[config.mk]
export PLATFORM = sky130hd
export DESIGN_NAME = cav14_chase_rx
export DESIGN_NICKNAME = d
export VERILOG_FILES = /design/src/rtl/cav14_chase_rx.sv
export SDC_FILE = /design/constraint.sdc
export NUM_CORES = 1
export LEC_CHECK = 0
export CAP_MARGIN = 5
export CORE_ASPECT_RATIO = 0.9
export CORE_MARGIN = 4
export CORE_UTILIZATION = 45
export CTS_BUF_LIST = sky130_fd_sc_hd__clkbuf_8
export DETAILED_ROUTE_END_ITERATION = 16
export PLACE_DENSITY = 0.76
export SYNTH_ARGS = -nofsm -noshare
export SYNTH_HDL_FRONTEND = slang
export SYNTH_SLANG_ARGS = --single-unit
[constraint.sdc]
create_clock -name clk -period 1.8 [get_ports clk]
set_input_delay 0.36 -clock clk [delete_from_list [all_inputs] [get_ports clk]]
set_output_delay 0.36 -clock clk [all_outputs]
set_load 0.1 [all_outputs]
[src/rtl/cav14_chase_rx.sv]
// rtl/cav14_chase_rx.sv - CAV14 chase receiver: LEAD count from a valid/ready leader, FOLLOW count that never overtakes it.
// Optional CHASE_ASSERT_EN adds the safety assertions and a prop_neg output.
module cav14_chase_rx #(
    parameter int             W       = 4,
    parameter logic [W-1:0]   CNT_MAX = {W{1'b1}}
) (
    input  logic         clk,
    input  logic         rst,
    input  logic         inc_valid,
    output logic         inc_ready,
    input  logic         take,
    output logic         take_ack,
    output logic [W-1:0] lead,
    output logic [W-1:0] follow,
    output logic         sat,
`ifdef CHASE_ASSERT_EN
    output logic         prop_neg,
`endif
    output logic         prop
);

    typedef enum logic [1:0] {
        RUN  = 2'd0,
        SAT  = 2'd1,
        WRAP = 2'd2
    } state_t;

    localparam logic [W-1:0] ONE = {{(W-1){1'b0}}, 1'b1};

    state_t       state, state_nxt;
    logic [W-1:0] lead_nxt, follow_nxt;
    logic         ack_nxt;
    logic         inc_accept;
    logic         grant;
    logic [W-1:0] lead_inc;

    // inc_ready depends only on registered state, never on inc_valid
    assign inc_ready  = (state == RUN) && (lead != CNT_MAX);
    assign inc_accept = inc_valid && inc_ready;
    assign grant      = take && (state != WRAP) && (follow < lead);
    assign lead_inc   = lead + ONE;

    always_comb begin
        state_nxt  = state;
        lead_nxt   = lead;
        follow_nxt = follow;
        ack_nxt    = grant;
        if (grant) begin
            follow_nxt = follow + ONE;
        end
        case (state)
            RUN: begin
                if (inc_accept) begin
                    lead_nxt = lead_inc;
                    if (lead_inc == CNT_MAX) begin
                        state_nxt = SAT;
                    end
                end
            end
            SAT: begin
                if (follow == CNT_MAX) begin
                    state_nxt = WRAP;
                end
            end
            WRAP: begin
                lead_nxt   = '0;
                follow_nxt = '0;
                state_nxt  = RUN;
            end
            default: begin
                state_nxt = RUN;
            end
        endcase
    end

    always_ff @(posedge clk) begin
        if (rst) begin
            state    <= RUN;
            lead     <= '0;
            follow   <= '0;
            take_ack <= 1'b0;
        end else begin
            state    <= state_nxt;
            lead     <= lead_nxt;
            follow   <= follow_nxt;
            take_ack <= ack_nxt;
        end
    end

    assign sat  = (state == SAT);
    assign prop = !(follow > lead);

`ifdef CHASE_ASSERT_EN
    assign prop_neg = !prop;

    a_follow_le_lead: assert property (@(posedge clk) disable iff (rst) prop);
    a_wrap_equal:     assert property (@(posedge clk) disable iff (rst) (!(state == WRAP) || (lead == follow)));
`endif

endmodule

# After elaboration in Yosys (flattened, before gate mapping)
# Cells that the tools add are included.
dict set report totals {
  output_inout_bits 12
  register_bits 11
  in_bits 4
  elab_cells 33
}
dict set report classes {
  magnitude_cmp 2
  n_reduce_logical 10
  n_eq_ne 9
  n_addsub 2
  mux 6
}
# operator n
set op_table {}
lappend op_table {{$add A4 B1 Y4 const B} 2}
lappend op_table {{$eq A4 B4 Y1 const B} 2}
lappend op_table {{$pmux W4 S2} 1}
lappend op_table {{$mux W2} 3}
lappend op_table {{$gt A4 B4 Y1} 1}
lappend op_table {{$logic_and A1 B1 Y1} 4}
lappend op_table {{$lt A4 B4 Y1} 1}
lappend op_table {{$mux W4} 1}
lappend op_table {{$ne A2 B1 Y1 const B} 2}
lappend op_table {{$ne A2 B2 Y1 const B} 2}
lappend op_table {{$ne A4 B4 Y1 const B} 1}
lappend op_table {{$pmux W2 S2} 1}
lappend op_table {{$reduce_and A3 Y1} 1}
lappend op_table {{$eq A2 B1 Y1 const B} 1}
lappend op_table {{$eq A2 B2 Y1 const B} 1}
lappend op_table {{$logic_not A2 Y1} 1}
lappend op_table {{$reduce_and A2 Y1} 1}
lappend op_table {{$reduce_bool A2 Y1} 1}
lappend op_table {{$reduce_or A2 Y1} 1}
lappend op_table {{$logic_not A1 Y1} 1}

# Logic depth before layout (Yosys ltp)
# Gate-level depths: netlist of run 1.
dict set report depth {
  depth_word 5
  ltp_mapped 7
  depth_no_buf 6
}

# Worst setup path after synthesis of run 1
# No wires, ideal clock.
dict set report synth_timing {
  path_kind {reg2out}
  from {reg lead[3]}
  to {out prop}
  slack_ns -1.940
  path_stages_with_launch 7
  arrival_ns 3.380
  path_buffers 1
  t_required_ns 1.440
  cell_sequence {dfxtp_1 inv_1 ha_1 nand2_1 o21ba_1 buf_6 o22ai_1}
}
dict set report synth_between {
  elab_chain_cells 2
}
# item line
set synth_lines {}
lappend synth_lines {{start, declared} 13} ;# output logic [W-1:0] lead,
lappend synth_lines {{start signal, assigned} 84} ;# lead <= lead_nxt;
lappend synth_lines {{$gt A4 B4 Y1} 91} ;# assign prop = !(follow > lead);
lappend synth_lines {{$logic_not A1 Y1} 91}
lappend synth_lines {{end, declared} 19} ;# output logic prop
# No other way between the ends.

# Worst setup path after layout of run 1
dict set report layout_timing {
  from {reg lead[1]}
  to {out prop}
}
# The elaborated chain is that of the path after synthesis.

==> metrics.txt, run 1 <==
Max Clock Freq=0.518 GHz; peak supply drop=646 uV; Hold Worst Slack=0.544 ns; violated checks=negative setup slack; Most Crowded Layer GR=met2; status=complete, but fails checks; relative slew slack=79.6%; Clk pin slew, worst setup/hold paths=0.05 ns; DR vias=726; global-route wire length before repair=3240 um; type of origin of the critical path=flop; sw power=317 uW; First-pass DRT Iterations=4; R2R depth=7; FF-to-FF setup slack=0.01 ns; met3 Usage GRT=8.91%; DRC errors left=0; die extent in x=49.2 um; # hold bufs at CTS=0; Critical Path Start=lead[1]; fin crit share=107%; io pins=16; Leak Pwr=0.000492 uW; Die ar.=2220 um^2; Site Rows=13; Detailed Place HPWL=1430 um; PwrDens=705 nW/um^2; Unique masters post-synth=30; Area Growth Syn to Fin=76.9%; Routed Antenna Nets=0; maximum buffer depth of the clock tree=2; largest net degree at the start of global routing=8; CTS tree=yes; Placement Cell Area=1090 um^2; fin. max-slew vios=0; Synth Cell Area=688 um^2; global route overflow=0; final WL=2230 um; Comb power frac=41.7%; htree depth=1; Die H=45.1 um; Avg Cell Area, Syn=8.82 um^2; synth warn=0; CP required=1.44 ns; final setup fails=2; post-route cell area=1220 um^2; worst slew pin tran=0.306 ns; Reg power frac=30.4%; RD Place Congestion=0.888; max cap viols=0; NumNets Final=121; post-route setup slack=-0.129 ns; Clock power frac=27.9%; crit path to=prop; reg2reg start=lead[1]; clk root buf=clkbuf_8; Power Internal=541 uW; GRT Resource Usage Total=20.1%; first-iteration detailed-routing DRC count=19; r2r endpoint=follow[3]; syn nets=89; RSZ-0062 raised after global routing=true; Worst EP arrival=1.57 ns; post-route minimum period=1.93 ns; Post-Synthesis Cells=78; WL per Instance=18.0 um; final hold viol count=0; met1 GRT Util=22.6%; Primary FF master, synth=dfxtp_1; Worst Hold Class=reg2reg; final-layout fill cell count=78; Port-buffer cells=15; EDFF count, synth=0; Antenna diodes=0; initial antenna violation count=0; clk_skew=0.000826 ns; share of cells above drive strength 1=47.7%; met2 global-route usage=32.6%; sequential share of the synthesized area=32.0%; kind of critical path=reg2out; vias in the first global route=727; initial core utilization=47.5%; Num CTS Buffers=3; CP Capture Type=primary output; Vias/cell=5.85; asr flop ratio synth=0%; number of synthesized register bits=11; sinks on the clock net=11; Skew-Pair Late Insertion Delay=0.24 ns; sw frac=36.9%; Core Footprint=1450 um^2; CP max FO=2
## worst max-delay path, cell delays in order (launching register included)
cell and delay, ns:
dfxtp_4 0.35, inv_4 0.06, ha_4 0.19, nor2b_4 0.13, o21ba_4 0.22, o22ai_4 0.18
buf_12 0.20
## cell usage after synthesis (2+ instances only)
cell type | instances | area (um^2)
xnor2_1 | 3 | 26.3
nor2_1 | 5 | 18.8
nor2b_1 | 2 | 12.5
nand3_1 | 4 | 20.0
nand4_1 | 3 | 18.8
nor4_1 | 2 | 12.5
o31ai_1 | 4 | 30.0
inv_1 | 6 | 22.5
a21oi_1 | 6 | 30.0
or4_1 | 2 | 15.0
dfxtp_1 | 11 | 220
ha_1 | 7 | 87.6
nand2_1 | 6 | 22.5
## routing by layer
layer  part of all wire (%)  wire length (um)
met3                    4.9               109
met4                    2.6                59
met1                     40               894
met5                      0                 0
met2                     52              1170
## sequential cells by signal, indices dropped and copies added, names as in the netlist
signal    cells
take_ack      1
follow        4
lead          4
state         2
## power groups by stage
| stage | sequential [uW] | combinational, uW | clock, uW |
|---|---|---|---|
| after floorplan | 338 | 140 | 0 |
| after global placement | 263 | 320 | 0 |
| after detailed placement | 264 | 326 | 0 |
| after CTS | 261 | 338 | 241 |
| after global routing | 261 | 379 | 261 |
| final | 261 | 358 | 240 |
## cells by family (layout without fill, tap and decap cells)
family	Yosys count	in the layout	share of synthesized area, %
AND/OR/NAND/NOR	31	31	24.9
XOR/XNOR	4	4	5.09
adder cells (fa/ha/maj)	7	7	12.7
buffers and inverters	8	39	5.45
flip-flops	11	11	32.0
AO/OA/AOI/OAI	17	17	19.8
## metrics by stage
stage / setup TNS, ns / worst slack (ns) / std cells / total power (uW) / util [%]
after CTS: -0.169 / -0.138 / 121 / 840 / 81.7
after floorplan: -3.74 / -0.620 / 78 / 479 / -
final: -0.201 / -0.129 / 124 / 858 / 84.1
after global routing: -0.341 / -0.179 / 124 / 901 / 84.1
after detailed placement: 0 / 0.00752 / 115 / 590 / 75.2
after global placement: 0 / 0.0323 / 115 / 583 / 75.2
## worst min-delay path by stage
stage / start / endpoint / slack (ns) / depth (start not counted)
2_1_floorplan: rst / lead[1] / 0.42 / 1
3_3_place_gp: follow[3] / follow[3] / 0.51 / 2
3_5_place_dp: follow[3] / follow[3] / 0.51 / 2
4_1_cts: follow[2] / follow[2] / 0.53 / 2
5_1_grt: follow[3] / follow[3] / 0.56 / 2
6_report: follow[3] / follow[3] / 0.54 / 2
## timing repair
action / in CTS / in global routing
gates resized for setup: 6 / 1
pin swaps: 4 / 5
buffers inserted: 2 / 3
setup endpoints to repair: 4 / 2
endpoints found under the hold margin: 0 / 0
## cell usage in the layout, fill, tap and decap left out, types with 2 or more instances in the layout
master,instances
dfxtp_4,7
nor4_1,2
ha_4,4
dfxtp_1,3
buf_4,14
clkbuf_8,3
xnor2_1,3
nand2_2,2
clkdlybuf4s50_1,3
nand2_1,5
a21oi_1,6
buf_12,12
o31ai_1,4
inv_1,5
or4_1,2
ha_1,3
nor2_1,5
nand3_1,4
nand4_1,3
## cell type report
class | instances | area [um^2] | area share, %
sequential | 11 | 248 | 20.3
timing repair buffer | 29 | 375 | 30.8
clock buffer | 3 | 41.3 | 3.39
inverter | 6 | 25.0 | 2.06
tap | 15 | 18.8 | 1.54
clock inverter | 1 | 3.75 | 0.308
multi-input combinational | 59 | 505 | 41.5
No activity file was read; power rests on OpenSTA's default activity.
==> inputs of run 2 (changes only) <==
--- a/config.mk
+++ b/config.mk
@@ -11,7 +11,7 @@
 export CORE_UTILIZATION = 45
 export CTS_BUF_LIST = sky130_fd_sc_hd__clkbuf_8
 export DETAILED_ROUTE_END_ITERATION = 16
-export PLACE_DENSITY = 0.76
+export PLACE_DENSITY_LB_ADDON = 0.25
 export SYNTH_ARGS = -nofsm -noshare
 export SYNTH_HDL_FRONTEND = slang
 export SYNTH_SLANG_ARGS = --single-unit
==> run 2 against run 1 <==
- global-route usage is 2.1 points higher
- first-iteration DRC count is 68% higher
- largest power group unchanged
- worst setup slack better by 0.015 ns
- the run still ends with negative setup slack left
- hold slack worse by 0.015 ns
- combinational power hardly changed
- non-clock buffer count is 1 lower
- via count is 5.4% higher
- final cell count is 0.81% lower
==> metrics.txt, run 2 (synthesis gave the netlist of run 1 again) <==
CP required=1.44 ns (about the same); worst slew pin tran=0.329 ns (+0.0231 ns); Leak Pwr=0.000492 uW (about the same); clk root buf=clkbuf_8; relative slew slack=78.1% (-1.5 points); Area Growth Syn to Fin=77.8%; multi-input logic area=519 um^2 (+2.7%); WL per Instance=20.0 um (+11%); First-pass DRT Iterations=4 (unchanged); Placement Cell Area=1080 um^2 (-0.69%); cells along the critical path=inv_4 > ha_4 > nor2b_4 > o21ba_4 > o22ai_4 > buf_12; Vias/cell=6.22 (+6.2%); global route overflow=0 (unchanged); Num CTS Buffers=3 (unchanged); fin. max-slew vios=0 (unchanged); post-route minimum period=1.91 ns (-0.0152 ns); CP max FO=2 (unchanged); most common cell after layout, fill and taps aside=buf_4; largest net degree at the start of global routing=8 (unchanged); hold wc startpoint=follow[0]; Die ar.=2220 um^2 (unchanged); final non-filler cell total=123 (-0.81%); kind of critical path=reg2out; Site Rows=13 (unchanged); met1 GRT Util=27.7% (+5.2 points); Critical Path Start=lead[1]; clk_skew=0.00305 ns (+0.00222 ns); top flop regs=follow x4, lead x4, state x2; most frequent cells in the layout=13 x buf_4, 12 x buf_12, 7 x dfxtp_4; peak supply drop=584 uV (-9.5%); type of origin of the critical path=flop; RD Place Congestion=0.881 (-0.80%); Die H=45.1 um (unchanged); fin crit share=106% (-0.85 points); maximum buffer depth of the clock tree=2 (unchanged); DP Worst Slack=-0.0118 ns (-0.0194 ns); NumNets Final=120 (-0.83%); DRC errors left=0 (unchanged); first-iteration detailed-routing DRC count=32 (+13); slowest stage cell, crit path=dfxtp_4; flip-flop and latch area=248 um^2 (unchanged); vias in the first global route=726 (-0.14%); CP Capture Type=primary output; initial core utilization=47.5% (unchanged); RSZ-0062 raised after global routing=true; DR vias=765 (+5.4%); Core Footprint=1450 um^2 (unchanged); final hold viol count=0 (unchanged); Routed Antenna Nets=0 (unchanged); final-layout fill cell count=74 (-5.1%); Port-buffer cells=15 (unchanged); CTS tree=yes; final WL=2460 um (+11%); Antenna diodes=0 (unchanged); Max Clock Freq=0.522 GHz (+0.79%); die extent in x=49.2 um (unchanged); post-route setup slack=-0.114 ns (+0.0152 ns); Clk pin slew, worst setup/hold paths=0.05 ns (about the same); post-route cell area=1220 um^2 (+0.51%); final setup fails=2 (unchanged); status=complete, but fails checks; Skew-Pair Late Insertion Delay=0.24 ns (about the same); Detailed Place HPWL=1350 um (-5.6%); htree depth=1 (unchanged); Most Crowded Layer GR=met2; global-route wire length before repair=3530 um (+8.9%); Worst EP arrival=1.55 ns (-0.02 ns); Cells after DPL=114 (-0.87%); max cap viols=0 (unchanged); initial antenna violation count=0 (unchanged); sinks on the clock net=11 (unchanged); PwrDens=708 nW/um^2 (+0.46%); CP top delay family=compound AO/OA/AOI/OAI gates; fin util=84.5% (+0.43 points); reg2reg start=lead[3]; Worst Hold Class=reg2reg; met2 global-route usage=35.3% (+2.7 points); violated checks=negative setup slack; CP peak stage delay=0.35 ns (about the same); share of cells above drive strength 1=50.0% (+2.3 points); met3 Usage GRT=4.29% (-4.6 points); Critical path buffers and inverters=2 (unchanged); GRT Resource Usage Total=22.2% (+2.1 points); io pins=16 (unchanged)
[run 2: changes by cell type in the layout (fill, tap and decap cells not counted)]
cell / before / now
nor4_1: 2 / 1
or4_4: 0 / 1
buf_4: 14 / 13
or4_1: 2 / 1
a21oi_2: 1 / 2
a21oi_1: 6 / 5
nor4_2: 0 / 1
[run 2: timing repair]
| action | 4_1_cts | 5_1_grt |
|---|---|---|
| gates resized for setup | 6 | 4 |
| setup buffers | 5 | 1 |
| setup endpoints to repair | 5 | 5 |
| hold buffers | 0 | 0 |
| hold endpoints to repair | 0 | 0 |
| pin swaps | 6 | 7 |
| cloned | 0 | 0 |
[run 2: worst register-to-register path: stages (launching register included)]
cell and delay [ns]:
dfxtp_4 0.34, inv_2 0.10, ha_4 0.23, a21o_1 0.22, buf_4 0.17, or4_1 0.51
a21oi_1 0.15
[run 2: stage by stage]
step | hold WS [ns] | total power (uW) | setup TNS, ns
final | 0.529 | 866 | -0.115
after global routing | 0.539 | 898 | -0.256
after CTS | 0.513 | 856 | -0.157
after detailed placement | 0.502 | 587 | -0.0118
after global placement | 0.500 | 580 | 0
after floorplan | 0.419 | 479 | -3.74
[run 2: layout make-up]
type	count	share of cell area, %
clock inverters	1	0.307
flip-flops and latches	11	20.2
repair buffers	28	30.1
inverters	6	2.04
clock buffers	3	3.37
multi-input cells	59	42.4
well taps	15	1.53
[run 2: power breakdown]
| group | internal (uW) | switching (uW) | total, uW |
|---|---|---|---|
| registers | 249 | 17.1 | 266 |
| clock network | 150 | 95.8 | 246 |
| logic | 142 | 213 | 355 |
| total | 541 | 326 | 866 |
[run 2: path summary, 6_finish.rpt]
check,to,cells past startpoint,slack (ns)
hold / removal,follow[0],2,0.53
setup reg to reg,follow[3],6,0.02
hold reg to reg,follow[0],2,0.53
setup / recovery,prop,6,-0.11
[run 2: per-layer routing]
metal | up-vias | share of wire, %
met4 | 0 | 4.6
met2 | 48 | 47
met3 | 13 | 7.5
li1 | 344 | -
met5 | - | 0
met1 | 360 | 40
